**config.mk**
```make
export PLATFORM = sky130hd
export DESIGN_NAME = uart_rx_flat
export DESIGN_NICKNAME = d
export VERILOG_FILES = /design/src/rtl/uart_pkg.sv /design/src/rtl/uart_rx_if.sv /design/src/rtl/uart_rx_sampler.sv /design/src/rtl/uart_rx.sv /design/src/flat_wrapper.sv
export SDC_FILE = /design/constraint.sdc
export NUM_CORES = 1
export LEC_CHECK = 0
export CAP_MARGIN = 20
export CORE_ASPECT_RATIO = 1.5
export CORE_MARGIN = 2
export CORE_UTILIZATION = 40
export CTS_CLUSTER_SIZE = 10
export DETAILED_ROUTE_END_ITERATION = 16
export PLACE_DENSITY_LB_ADDON = 0.15
export RECOVER_POWER = 100
export SLEW_MARGIN = 0
export SYNTH_ARGS = -nofsm -noshare
export SYNTH_HDL_FRONTEND = slang
export SYNTH_SLANG_ARGS = --single-unit
```
**constraint.sdc**
```tcl
create_clock -name i_ref_clk -period 2.8 [get_ports i_ref_clk]
set_clock_uncertainty 0.2 [all_clocks]
set_input_delay 0.42 -clock i_ref_clk [delete_from_list [all_inputs] [get_ports i_ref_clk]]
set_output_delay 0.42 -clock i_ref_clk [all_outputs]
set_load 0.1 [all_outputs]
```
**src/rtl/uart_pkg.sv**
```systemverilog
// -----------------------------------------------------------------------------
// uart_pkg
// Shared definitions for the UART blocks: receiver FSM state encoding,
// the legal oversampling range and the parity-type encodings.
// -----------------------------------------------------------------------------
package uart_pkg;

    typedef enum logic [2:0] {
        ST_IDLE,
        ST_START,
        ST_DATA,
        ST_PARITY,
        ST_STOP
    } rx_state_e;

    localparam int unsigned PRESC_MIN = 4;
    localparam int unsigned PRESC_MAX = 32;

    localparam logic PAR_EVEN = 1'b0;
    localparam logic PAR_ODD  = 1'b1;

    // A prescale is usable only when it is even and inside the supported range;
    // an odd value would put the middle sample off-centre.
    function automatic logic presc_legal(input int unsigned presc);
        return (presc % 2 == 0) && (presc >= PRESC_MIN) && (presc <= PRESC_MAX);
    endfunction

endpackage

```
**src/rtl/uart_rx_if.sv**
```systemverilog
// -----------------------------------------------------------------------------
// uart_rx_if
// Result bus from the UART receiver to the system controller.
//   data       : last completed byte (held until the next frame completes)
//   data_valid : one-cycle pulse, frame received without error
//   par_err    : one-cycle pulse, parity mismatch
//   stp_err    : one-cycle pulse, stop bit sampled low
// master = receiver side (drives), slave = controller side (observes).
// -----------------------------------------------------------------------------
interface uart_rx_if #(
    parameter int DATA_W = 8
);
    logic [DATA_W-1:0] data;
    logic              data_valid;
    logic              par_err;
    logic              stp_err;

    modport master (output data, output data_valid, output par_err, output stp_err);
    modport slave  (input  data, input  data_valid, input  par_err, input  stp_err);
endinterface

```
**src/rtl/uart_rx_sampler.sv**
```systemverilog
// -----------------------------------------------------------------------------
// uart_rx_sampler
// Per-bit tick counter and 3-sample majority vote.
//   i_ref_clk, i_rst_n : clock, async active-low reset
//   rx_s               : synchronized serial line
//   run                : counter enable; low holds tick_cnt at 0
//   presc              : ticks per bit for the current frame
//   bit_val            : majority of the three samples (valid with bit_strobe)
//   bit_strobe         : decision tick, tick == presc/2+1
//   bit_end            : last tick of the bit, tick == presc-1
// -----------------------------------------------------------------------------
module uart_rx_sampler #(
    parameter int PRESC_W = 6
) (
    input  logic               i_ref_clk,
    input  logic               i_rst_n,
    input  logic               rx_s,
    input  logic               run,
    input  logic [PRESC_W-1:0] presc,
    output logic               bit_val,
    output logic               bit_strobe,
    output logic               bit_end
);

    logic [PRESC_W-1:0] tick_cnt;
    logic [PRESC_W-1:0] half;
    logic               smp_a;
    logic               smp_b;

    assign half       = presc >> 1;
    assign bit_strobe = run && (tick_cnt == half + 1'b1);
    assign bit_end    = run && (tick_cnt == presc - 1'b1);

    // The third sample is the live line value on the decision tick itself.
    assign bit_val = (smp_a & smp_b) | (smp_a & rx_s) | (smp_b & rx_s);

    // NOTE: sequential state uses non-blocking assignments so every register
    // samples pre-edge values regardless of statement order.
    always_ff @(posedge i_ref_clk or negedge i_rst_n) begin
        if (!i_rst_n) begin
            tick_cnt <= '0;
            smp_a    <= 1'b1;
            smp_b    <= 1'b1;
        end else begin
            if (!run || bit_end) tick_cnt <= '0;
            else                 tick_cnt <= tick_cnt + 1'b1;

            if (run && tick_cnt == half - 1'b1) smp_a <= rx_s;
            if (run && tick_cnt == half)        smp_b <= rx_s;
        end
    end

endmodule

```
**src/rtl/uart_rx.sv**
```systemverilog
// -----------------------------------------------------------------------------
// uart_rx
// Oversampling UART receiver. Samples i_rx_in at i_prescale ticks per bit,
// deframes start / DATA_W data bits (LSB first) / optional parity / stop, and
// reports the byte and per-frame error pulses on rx_bus.
//   i_ref_clk, i_rst_n : clock (baud x prescale), async active-low reset
//   i_rx_in            : serial line, idle high, asynchronous
//   i_prescale         : ticks per bit, even 4..32; other values disable RX
//   i_par_en/i_par_typ : parity enable / 0 even, 1 odd
//   rx_bus             : data, data_valid, par_err, stp_err (registered)
// Frame settings are captured at the start edge and held for the whole frame.
// -----------------------------------------------------------------------------
module uart_rx
    import uart_pkg::*;
#(
    parameter int DATA_W  = 8,
    parameter int PRESC_W = 6
) (
    input  logic               i_ref_clk,
    input  logic               i_rst_n,
    input  logic               i_rx_in,
    input  logic [PRESC_W-1:0] i_prescale,
    input  logic               i_par_en,
    input  logic               i_par_typ,
    uart_rx_if.master          rx_bus
);

    localparam int CNT_W = (DATA_W > 1) ? $clog2(DATA_W) : 1;

    rx_state_e          state, state_nxt;
    logic               rx_meta, rx_s;
    logic [PRESC_W-1:0] presc_q;
    logic               pe_q, pt_q;
    logic [CNT_W-1:0]   bit_cnt;
    logic [DATA_W-1:0]  shreg;
    logic               par_fail;
    logic               start_det;
    logic               bit_val, bit_strobe, bit_end;

    logic [DATA_W-1:0]  data_q;
    logic               valid_q, par_err_q, stp_err_q;

    // Two-flop synchronizer; resets to the idle line level so reset release
    // cannot look like a start edge.
    always_ff @(posedge i_ref_clk or negedge i_rst_n) begin
        if (!i_rst_n) begin
            rx_meta <= 1'b1;
            rx_s    <= 1'b1;
        end else begin
            rx_meta <= i_rx_in;
            rx_s    <= rx_meta;
        end
    end

    assign start_det = (state == ST_IDLE) && !rx_s && presc_legal(32'(i_prescale));

    uart_rx_sampler #(.PRESC_W(PRESC_W)) u_sampler (
        .i_ref_clk  (i_ref_clk),
        .i_rst_n    (i_rst_n),
        .rx_s       (rx_s),
        .run        (state != ST_IDLE),
        .presc      (presc_q),
        .bit_val    (bit_val),
        .bit_strobe (bit_strobe),
        .bit_end    (bit_end)
    );

    always_ff @(posedge i_ref_clk or negedge i_rst_n) begin
        if (!i_rst_n) state <= ST_IDLE;
        else          state <= state_nxt;
    end

    // NOTE: state_nxt gets a default before the case so no path leaves it
    // unassigned, which would otherwise infer a latch.
    always_comb begin
        state_nxt = state;
        unique case (state)
            ST_IDLE:   if (start_det) state_nxt = ST_START;
            // A high majority on the start bit is a glitch; checked before
            // bit_end because both coincide when the prescale is 4.
            ST_START:  if (bit_strobe && bit_val) state_nxt = ST_IDLE;
                       else if (bit_end)          state_nxt = ST_DATA;
            ST_DATA:   if (bit_end && bit_cnt == CNT_W'(DATA_W - 1))
                           state_nxt = pe_q ? ST_PARITY : ST_STOP;
            ST_PARITY: if (bit_end) state_nxt = ST_STOP;
            // Leave at the decision tick so back-to-back frames are caught.
            ST_STOP:   if (bit_strobe) state_nxt = ST_IDLE;
            default:   state_nxt = ST_IDLE;
        endcase
    end

    // Frame registers, deserializer and parity check.
    always_ff @(posedge i_ref_clk or negedge i_rst_n) begin
        if (!i_rst_n) begin
            presc_q  <= '0;
            pe_q     <= 1'b0;
            pt_q     <= PAR_EVEN;
            bit_cnt  <= '0;
            shreg    <= '0;
            par_fail <= 1'b0;
        end else begin
            if (start_det) begin
                presc_q  <= i_prescale;
                pe_q     <= i_par_en;
                pt_q     <= i_par_typ;
                bit_cnt  <= '0;
                par_fail <= 1'b0;
            end
            if (state == ST_DATA) begin
                if (bit_strobe) shreg   <= {bit_val, shreg[DATA_W-1:1]};
                if (bit_end)    bit_cnt <= bit_cnt + 1'b1;
            end
            if (state == ST_PARITY && bit_strobe)
                par_fail <= bit_val != ((^shreg) ^ pt_q);
        end
    end

    // Result registers: pulses default low and fire on the stop decision.
    always_ff @(posedge i_ref_clk or negedge i_rst_n) begin
        if (!i_rst_n) begin
            data_q    <= '0;
            valid_q   <= 1'b0;
            par_err_q <= 1'b0;
            stp_err_q <= 1'b0;
        end else begin
            valid_q   <= 1'b0;
            par_err_q <= 1'b0;
            stp_err_q <= 1'b0;
            if (state == ST_STOP && bit_strobe) begin
                data_q    <= shreg;
                stp_err_q <= !bit_val;
                par_err_q <= par_fail;
                valid_q   <= bit_val && !par_fail;
            end
        end
    end

    assign rx_bus.data       = data_q;
    assign rx_bus.data_valid = valid_q;
    assign rx_bus.par_err    = par_err_q;
    assign rx_bus.stp_err    = stp_err_q;

endmodule

```
**src/flat_wrapper.sv**
```systemverilog
// flat-port wrapper written by rule: the top's interface ports become plain ports
module uart_rx_flat import uart_pkg::*;
#(
    parameter int DATA_W  = 8,
    parameter int PRESC_W = 6
)
  (i_ref_clk, i_rst_n, i_rx_in, i_prescale, i_par_en, i_par_typ, rx_bus_data, rx_bus_data_valid, rx_bus_par_err, rx_bus_stp_err);
  uart_rx_if #(.DATA_W(DATA_W)) rx_bus_i ();
  input  logic i_ref_clk;
  input  logic i_rst_n;
  input  logic i_rx_in;
  input  logic [PRESC_W-1:0] i_prescale;
  input  logic i_par_en;
  input  logic i_par_typ;
  output wire logic [$bits(rx_bus_i.data)-1:0] rx_bus_data;
  output wire logic [$bits(rx_bus_i.data_valid)-1:0] rx_bus_data_valid;
  output wire logic [$bits(rx_bus_i.par_err)-1:0] rx_bus_par_err;
  output wire logic [$bits(rx_bus_i.stp_err)-1:0] rx_bus_stp_err;
  assign rx_bus_data = rx_bus_i.data;
  assign rx_bus_data_valid = rx_bus_i.data_valid;
  assign rx_bus_par_err = rx_bus_i.par_err;
  assign rx_bus_stp_err = rx_bus_i.stp_err;
  uart_rx #(.DATA_W(DATA_W), .PRESC_W(PRESC_W)) u_core (.i_ref_clk(i_ref_clk), .i_rst_n(i_rst_n), .i_rx_in(i_rx_in), .i_prescale(i_prescale), .i_par_en(i_par_en), .i_par_typ(i_par_typ), .rx_bus(rx_bus_i));
endmodule
```
==> Word level (Yosys, flattened, before mapping) <==
Index checks and enable logic that the tools add are counted.
{ "word_totals": {"reg_bits": 44, "input_bits": 11, "out_inout_bits": 11, "elab_cells": 86} }
{ "classes": {"n_addsub": 5, "n_lt_le_gt_ge": 2, "eq_ne": 15, "muxes": 17, "bitwise_logic": 6, "reduce_logical": 25} }
{ "ops": {"columns": ["op", "n"], "rows": [
  ["logical NOT 32 bit", 1],
  ["2-to-1 mux 3 bit", 10],
  ["== test 6 bit", 3],
  ["case mux 3 bit (5 select lines)", 1],
  ["logical AND 1 bit", 13],
  ["!= test 2 x 1 -> 1 bit, second input constant", 4],
  ["XOR reduction 8 bit", 1],
  ["adder 5 x 1 -> 6 bit, second input constant", 1],
  ["adder 6 x 1 -> 6 bit, second input constant", 1],
  ["== test 3 x 2 -> 1 bit, second input constant", 2],
  ["== test 3 bit, second input constant", 2],
  ["== test 6 x 5 -> 1 bit", 1],
  [">= comparator 6 x 3 -> 1 bit, second input constant", 1],
  ["<= comparator 6 bit, second input constant", 1],
  ["2-to-1 mux 6 bit", 1],
  ["subtractor 5 x 1 -> 6 bit, second input constant", 1],
  ["subtractor 6 x 1 -> 6 bit, second input constant", 1],
  ["2-to-1 mux 1 bit", 5],
  ["AND reduction 5 bit", 1],
  ["logical NOT 1 bit", 4],
  ["adder 3 x 1 -> 3 bit, second input constant", 1],
  ["AND 1 bit", 3],
  ["== test 3 x 1 -> 1 bit, second input constant", 1],
  ["logical NOT 3 bit", 1],
  ["other kinds (8)", 9]
]} }

==> Logic depth before layout (Yosys ltp) <==
{ "depth": {"depth_word": 7, "ltp_mapped": 9, "ltp_nobuf": 8} }

==> Hierarchy <==
Synthesis repeated with hierarchy kept, for this count alone.
{ "unflattened": {"hier_cells": 228, "area_unflattened_um2": 2476.1} }
{ "modules_own_cells": {"columns": ["module", "instances", "cells_per_inst", "area_each_um2", "seq_area_each_um2"], "rows": [
  ["uart_rx", 1, 124, 1592.8, 903.4],
  ["uart_rx_sampler", 1, 104, 883.3, 202.7]
]} }

==> Least setup slack after synthesis <==
No wires, ideal clock.
{ "synth_path": {"path_kind": "reg-to-reg", "from": "reg u_core.presc_q[2]", "to": "reg u_core.shreg[0]", "setup_time_ps": 125, "arrival_time_ps": 2153, "required_ps": 2475, "setup_slack_ps": 322, "stages_incl_launch_ff": 9, "n_path_buf": 1, "period_less_slack_ps": 2478, "cell_sequence": "dfrtp_1 > buf_2 > inv_1 > ha_1 > xnor2_1 > and3_1 > nand4_2 > nor4_4 > mux2_2"} }
{ "synth_between": {"elab_chain_len": 4} }
{ "synth_lines": {"columns": ["element", "line", "text"], "rows": [
  ["from (decl)", "uart_rx.sv:32", "logic [PRESC_W-1:0] presc_q;"],
  ["from (signal assigned)", "uart_rx.sv:103", "presc_q <= i_prescale;"],
  ["adder 5 x 1 -> 6 bit", "uart_rx_sampler.sv:31", "assign bit_strobe = run && (tick_cnt == half + 1'b1);"],
  ["== test 6 bit", "uart_rx_sampler.sv:31", null],
  ["logical AND 1 bit", "uart_rx_sampler.sv:31", null],
  ["AND reduction 2 bit (no source line)", null, null],
  ["to (signal assigned)", "uart_rx.sv:110", "if (bit_strobe) shreg <= {bit_val, shreg[DATA_W-1:1]};"],
  ["to (decl)", "uart_rx.sv:35", "logic [DATA_W-1:0] shreg;"]
]} }
No other way between the ends.
A chain may end at the register's enable or synchronous reset.

==> Worst setup path after layout <==
{ "layout_path": {"from": "reg u_core.presc_q[1]", "to": "reg u_core.shreg[1]"} }
Same word-level chain as after synthesis.

==> run_summary.xml <==
<?xml version="1.0" encoding="UTF-8"?>
<metrics>
  <group name="floorplanning">
    <metric name="die_w" unit="um">66.9</metric>
    <metric name="die-area" unit="sq mm">0.00658</metric>
    <metric name="io_pins" unit="">22</metric>
    <metric name="initial_utilization" unit="%">41.0</metric>
    <metric name="die_h" unit="um">98.3</metric>
    <metric name="std_cell_rows" unit="">34</metric>
    <metric name="core_region_area" unit="sq mm">0.00579</metric>
  </group>
  <group name="yosys">
    <metric name="yosysWarnings" unit="">0</metric>
    <metric name="synth_top_flop_cell" unit="">sky130_fd_sc_hd__dfrtp_1</metric>
    <metric name="muxShareOfSynthArea" unit="%">12.2</metric>
    <metric name="async_reset_ff_share" unit="%">100</metric>
    <metric name="netlist_top_cells_count" unit="">sky130_fd_sc_hd__dfrtp_1 (40), sky130_fd_sc_hd__mux2_2 (23), sky130_fd_sc_hd__xnor2_1 (18)</metric>
    <metric name="synthMostInstantiatedCell" unit="">sky130_fd_sc_hd__dfrtp_1</metric>
    <metric name="yosysUniqueCellTypes" unit="">42</metric>
    <metric name="synthDominantCellAreaShare" unit="%">42.2</metric>
    <metric name="xor_xnor_cell_area_share_of_the_yosys_netlist" unit="%">11.8</metric>
    <metric name="synth_nets" unit="">228</metric>
    <metric name="synth-seq-area-share" unit="%">46.6</metric>
    <metric name="syn-cell-area" unit="sq mm">0.00237</metric>
    <metric name="post_synthesis_cell_count" unit="">210</metric>
    <metric name="yosys-top-cells-area" unit="">sky130_fd_sc_hd__dfrtp_1 (42%), sky130_fd_sc_hd__mux2_2 (11%), sky130_fd_sc_hd__xnor2_1 (6.6%)</metric>
    <metric name="synth_fa_ha_area_share" unit="%">4.11</metric>
    <metric name="edff_count_synth" unit="">0</metric>
    <metric name="synth.ff_latch_count" unit="">44</metric>
    <metric name="synthesis.area_per_instance" unit="sq um">11.3</metric>
    <metric name="synth-compound-area-share" unit="%">7.91</metric>
    <metric name="dominant_combinational_cell_family_by_area_after_synthesis" unit="">simple AND/OR/NAND/NOR gates</metric>
    <metric name="area_fraction_in_and_or_nand_and_nor_cells_after_synthesis" unit="%">14.4</metric>
    <metric name="netlist.top_cell.by_area" unit="">sky130_fd_sc_hd__dfrtp_1</metric>
  </group>
  <group name="setup_path">
    <metric name="timing.critical_path.fanout_max" unit="">8</metric>
    <metric name="timing.reg2reg.worst_path_depth" unit="">8</metric>
    <metric name="ff2ff_setup_slack" unit="ns">0.16</metric>
    <metric name="worstSetupEndpointType" unit="">register</metric>
    <metric name="startpoint_type" unit="">register</metric>
    <metric name="worst_ep_arrival_time" unit="ns">2.61</metric>
    <metric name="cp_data_required_time" unit="ns">2.78</metric>
    <metric name="criticalPathCategory" unit="">register to register</metric>
  </group>
  <group name="global_routing">
    <metric name="gr-total-overflow" unit="">0</metric>
    <metric name="grt_max_degree" unit="">45</metric>
    <metric name="met3_usage" unit="%">2.88</metric>
    <metric name="globalRouteTotalUtil" unit="%">16.0</metric>
    <metric name="first_pass_grt_wire_length" unit="um">7920</metric>
    <metric name="use_met1" unit="%">18.7</metric>
    <metric name="grt_antenna_before_repair" unit="">0</metric>
    <metric name="use_met2" unit="%">27.3</metric>
    <metric name="globalRoute.busiestLayer" unit="">met2</metric>
    <metric name="first_global_vias" unit="">1656</metric>
  </group>
  <group name="cts">
    <metric name="cts_htree_levels" unit="">2</metric>
    <metric name="cts.root.buffer_cell" unit="">sky130_fd_sc_hd__clkbuf_8</metric>
    <metric name="clockBufferDepth" unit="">2</metric>
    <metric name="post-cts-setup-buffer-count" unit="">0</metric>
    <metric name="clock_insertion_delay_worst_skew" unit="ns">0.30</metric>
    <metric name="worst_setup_hold_path_clk_slew" unit="ns">0.08</metric>
    <metric name="cts_inserted_buffers" unit="">5</metric>
    <metric name="cts_tree" unit="">yes</metric>
    <metric name="cts.sinks" unit="">44</metric>
  </group>
  <group name="placed_design">
    <metric name="postPlaceCellArea" unit="sq mm">0.00269</metric>
    <metric name="port-buffer-count" unit="">21</metric>
    <metric name="gp_congestion" unit="">0.846</metric>
    <metric name="dpl.hpwl" unit="um">3420</metric>
  </group>
  <group name="drt">
    <metric name="drc" unit="">0</metric>
    <metric name="wire_per_inst" unit="um">14.7</metric>
    <metric name="detailroute.via_count" unit="">1618</metric>
    <metric name="drt-initial-drc-count" unit="">53</metric>
    <metric name="dr.pass1.iters" unit="">4</metric>
    <metric name="totalWireLength" unit="um">4600</metric>
    <metric name="via_to_cell_ratio" unit="">5.17</metric>
    <metric name="postRouteAntennaNets" unit="">0</metric>
  </group>
  <group name="min_path">
    <metric name="min_path_cells" unit="">0</metric>
    <metric name="timing.hold.worst.class" unit="">register to register</metric>
  </group>
  <group name="power">
    <metric name="cell_pwr_density" unit="mW/mm^2">1040</metric>
    <metric name="static-leakage-power" unit="nW">1.20</metric>
    <metric name="peakVddDrop" unit="mV">0.348</metric>
  </group>
  <group name="finish">
    <metric name="fillCellCount" unit="">570</metric>
    <metric name="n_antenna_cell" unit="">0</metric>
    <metric name="num-nets-final" unit="">258</metric>
    <metric name="drive_gt1_share" unit="%">22.0</metric>
    <metric name="syn2layout_area_growth" unit="%">15.0</metric>
    <metric name="postLayoutCellArea" unit="sq mm">0.00273</metric>
  </group>
  <group name="timing">
    <metric name="timing.final.hold_violations" unit="">0</metric>
    <metric name="finalSetupTns" unit="ns">0</metric>
    <metric name="finalCriticalPeriod" unit="ns">2.64</metric>
    <metric name="tightestPinTransition" unit="ns">1.18</metric>
    <metric name="finalSetupViolations" unit="">0</metric>
    <metric name="slew_headroom" unit="%">21.6</metric>
    <metric name="grt_setup_unrepaired" unit="">no</metric>
    <metric name="final_min_period_over_clock_period" unit="%">94.1</metric>
    <metric name="max_freq" unit="GHz">0.379</metric>
    <metric name="timing_max_transition_violations_final" unit="">0</metric>
  </group>
  <group name="run">
    <metric name="total_of_max_cap_violations" unit="">0</metric>
  </group>
  <group name="outcome">
    <metric name="status" unit="">finished, final reports clean</metric>
  </group>
</metrics>
## worst max-delay path: stages (launching register included)
cell,delay [ns]
sky130_fd_sc_hd__dfrtp_1,0.48
sky130_fd_sc_hd__inv_1,0.12
sky130_fd_sc_hd__ha_1,0.32
sky130_fd_sc_hd__xnor2_1,0.18
sky130_fd_sc_hd__and3_1,0.20
sky130_fd_sc_hd__nand4_2,0.26
sky130_fd_sc_hd__nor4_4,0.22
sky130_fd_sc_hd__buf_4,0.21
sky130_fd_sc_hd__mux2_2,0.34
## repair_timing
item,in CTS,in global routing
endpoints found under the hold margin,0,0
hold buffers,0,0
gates resized for setup,0,2
endpoints found under the setup margin,0,5
## kinds of logic after synthesis
kind of cell,Yosys count
and+or+nand+nor,59
DFF,44
xor gates and xnor gates,32
muxes,26
AOI/OAI and AO/OA,24
buffers and inverters,17
adders and majority gates,8
## metrics by stage
stage	std cells	setup slack (ns)	total power (W)	util, %	hold WS, ns
after floorplan	210	0.322	0.00213	-	-0.0756
after global placement	305	0.200	0.00248	46.5	0.147
after CTS	313	0.168	0.00288	48.0	0.000588
after global routing	313	0.0286	0.00308	47.2	0.164
after detailed placement	305	0.207	0.00248	46.5	0.151
final	313	0.164	0.00285	47.2	0.160
## cells in the final DEF, fill, tap and decap left out, types with 3 or more instances in the layout
master / instances
sky130_fd_sc_hd__mux2_2: 23
sky130_fd_sc_hd__and3_1: 3
sky130_fd_sc_hd__clkdlybuf4s50_1: 8
sky130_fd_sc_hd__clkbuf_8: 5
sky130_fd_sc_hd__ha_1: 7
sky130_fd_sc_hd__nand3_1: 5
sky130_fd_sc_hd__o21ai_0: 4
sky130_fd_sc_hd__a31o_2: 3
sky130_fd_sc_hd__nor4_1: 4
sky130_fd_sc_hd__nand2b_1: 5
sky130_fd_sc_hd__buf_4: 5
sky130_fd_sc_hd__xnor2_1: 18
sky130_fd_sc_hd__nand2_1: 11
sky130_fd_sc_hd__dfrtp_1: 39
sky130_fd_sc_hd__dfstp_2: 4
sky130_fd_sc_hd__mux2i_1: 3
sky130_fd_sc_hd__nor2_1: 14
sky130_fd_sc_hd__inv_1: 9
sky130_fd_sc_hd__a21oi_1: 3
sky130_fd_sc_hd__nor3_1: 5
sky130_fd_sc_hd__xor2_1: 14
sky130_fd_sc_hd__clkbuf_1: 15
## per-layer routing
metal | up-vias | wire (um) | share of wire, %
li1 | 795 | - | -
met1 | 791 | 1970 | 43
met2 | 22 | 2390 | 52
met3 | 10 | 107 | 2.3
met4 | 0 | 133 | 2.9
met5 | - | 0 | 0
## where the power goes
group / total (W) / leakage (nW) / switching [W] / internal (W)
clock network: 0.000390 / 0.0412 / 0.000215 / 0.000174
registers: 0.00106 / 0.572 / 0.000245 / 0.000814
logic: 0.00140 / 0.592 / 0.000719 / 0.000682
## worst paths after layout
| kind | startpoint | end |
|---|---|---|
| min in group asynchronous | i_rst_n | u_core.rx_bus.data[4] |
| setup / recovery | u_core.presc_q[1] | u_core.shreg[1] |
| setup reg to reg | u_core.presc_q[1] | u_core.shreg[1] |
| hold / removal | u_core.rx_meta | u_core.rx_s |
| hold reg to reg | u_core.rx_meta | u_core.rx_s |
| max in group asynchronous | i_rst_n | u_core.presc_q[2] |
## cell type report
type | instances | area, sq um | area share (%)
inverters | 9 | 33.8 | 1.24
flip-flops and latches | 44 | 1110 | 40.6
repair buffers | 31 | 210 | 7.70
multi-input cells | 149 | 1200 | 44.1
well taps | 72 | 90.1 | 3.30
clock inverters | 2 | 12.5 | 0.459
clock buffers | 6 | 72.6 | 2.66
## flip-flops by register name, indices dropped and copies added, names as in the netlist, 3 cells and up
| register | cells |
|---|---|
| u_core.u_sampler.tick_cnt | 6 |
| u_core.presc_q | 6 |
| u_core.shreg | 8 |
| u_core.bit_cnt | 3 |
| u_core.rx_bus.data | 8 |
| u_core.state | 3 |
Power figures use the tool's default switching activity.
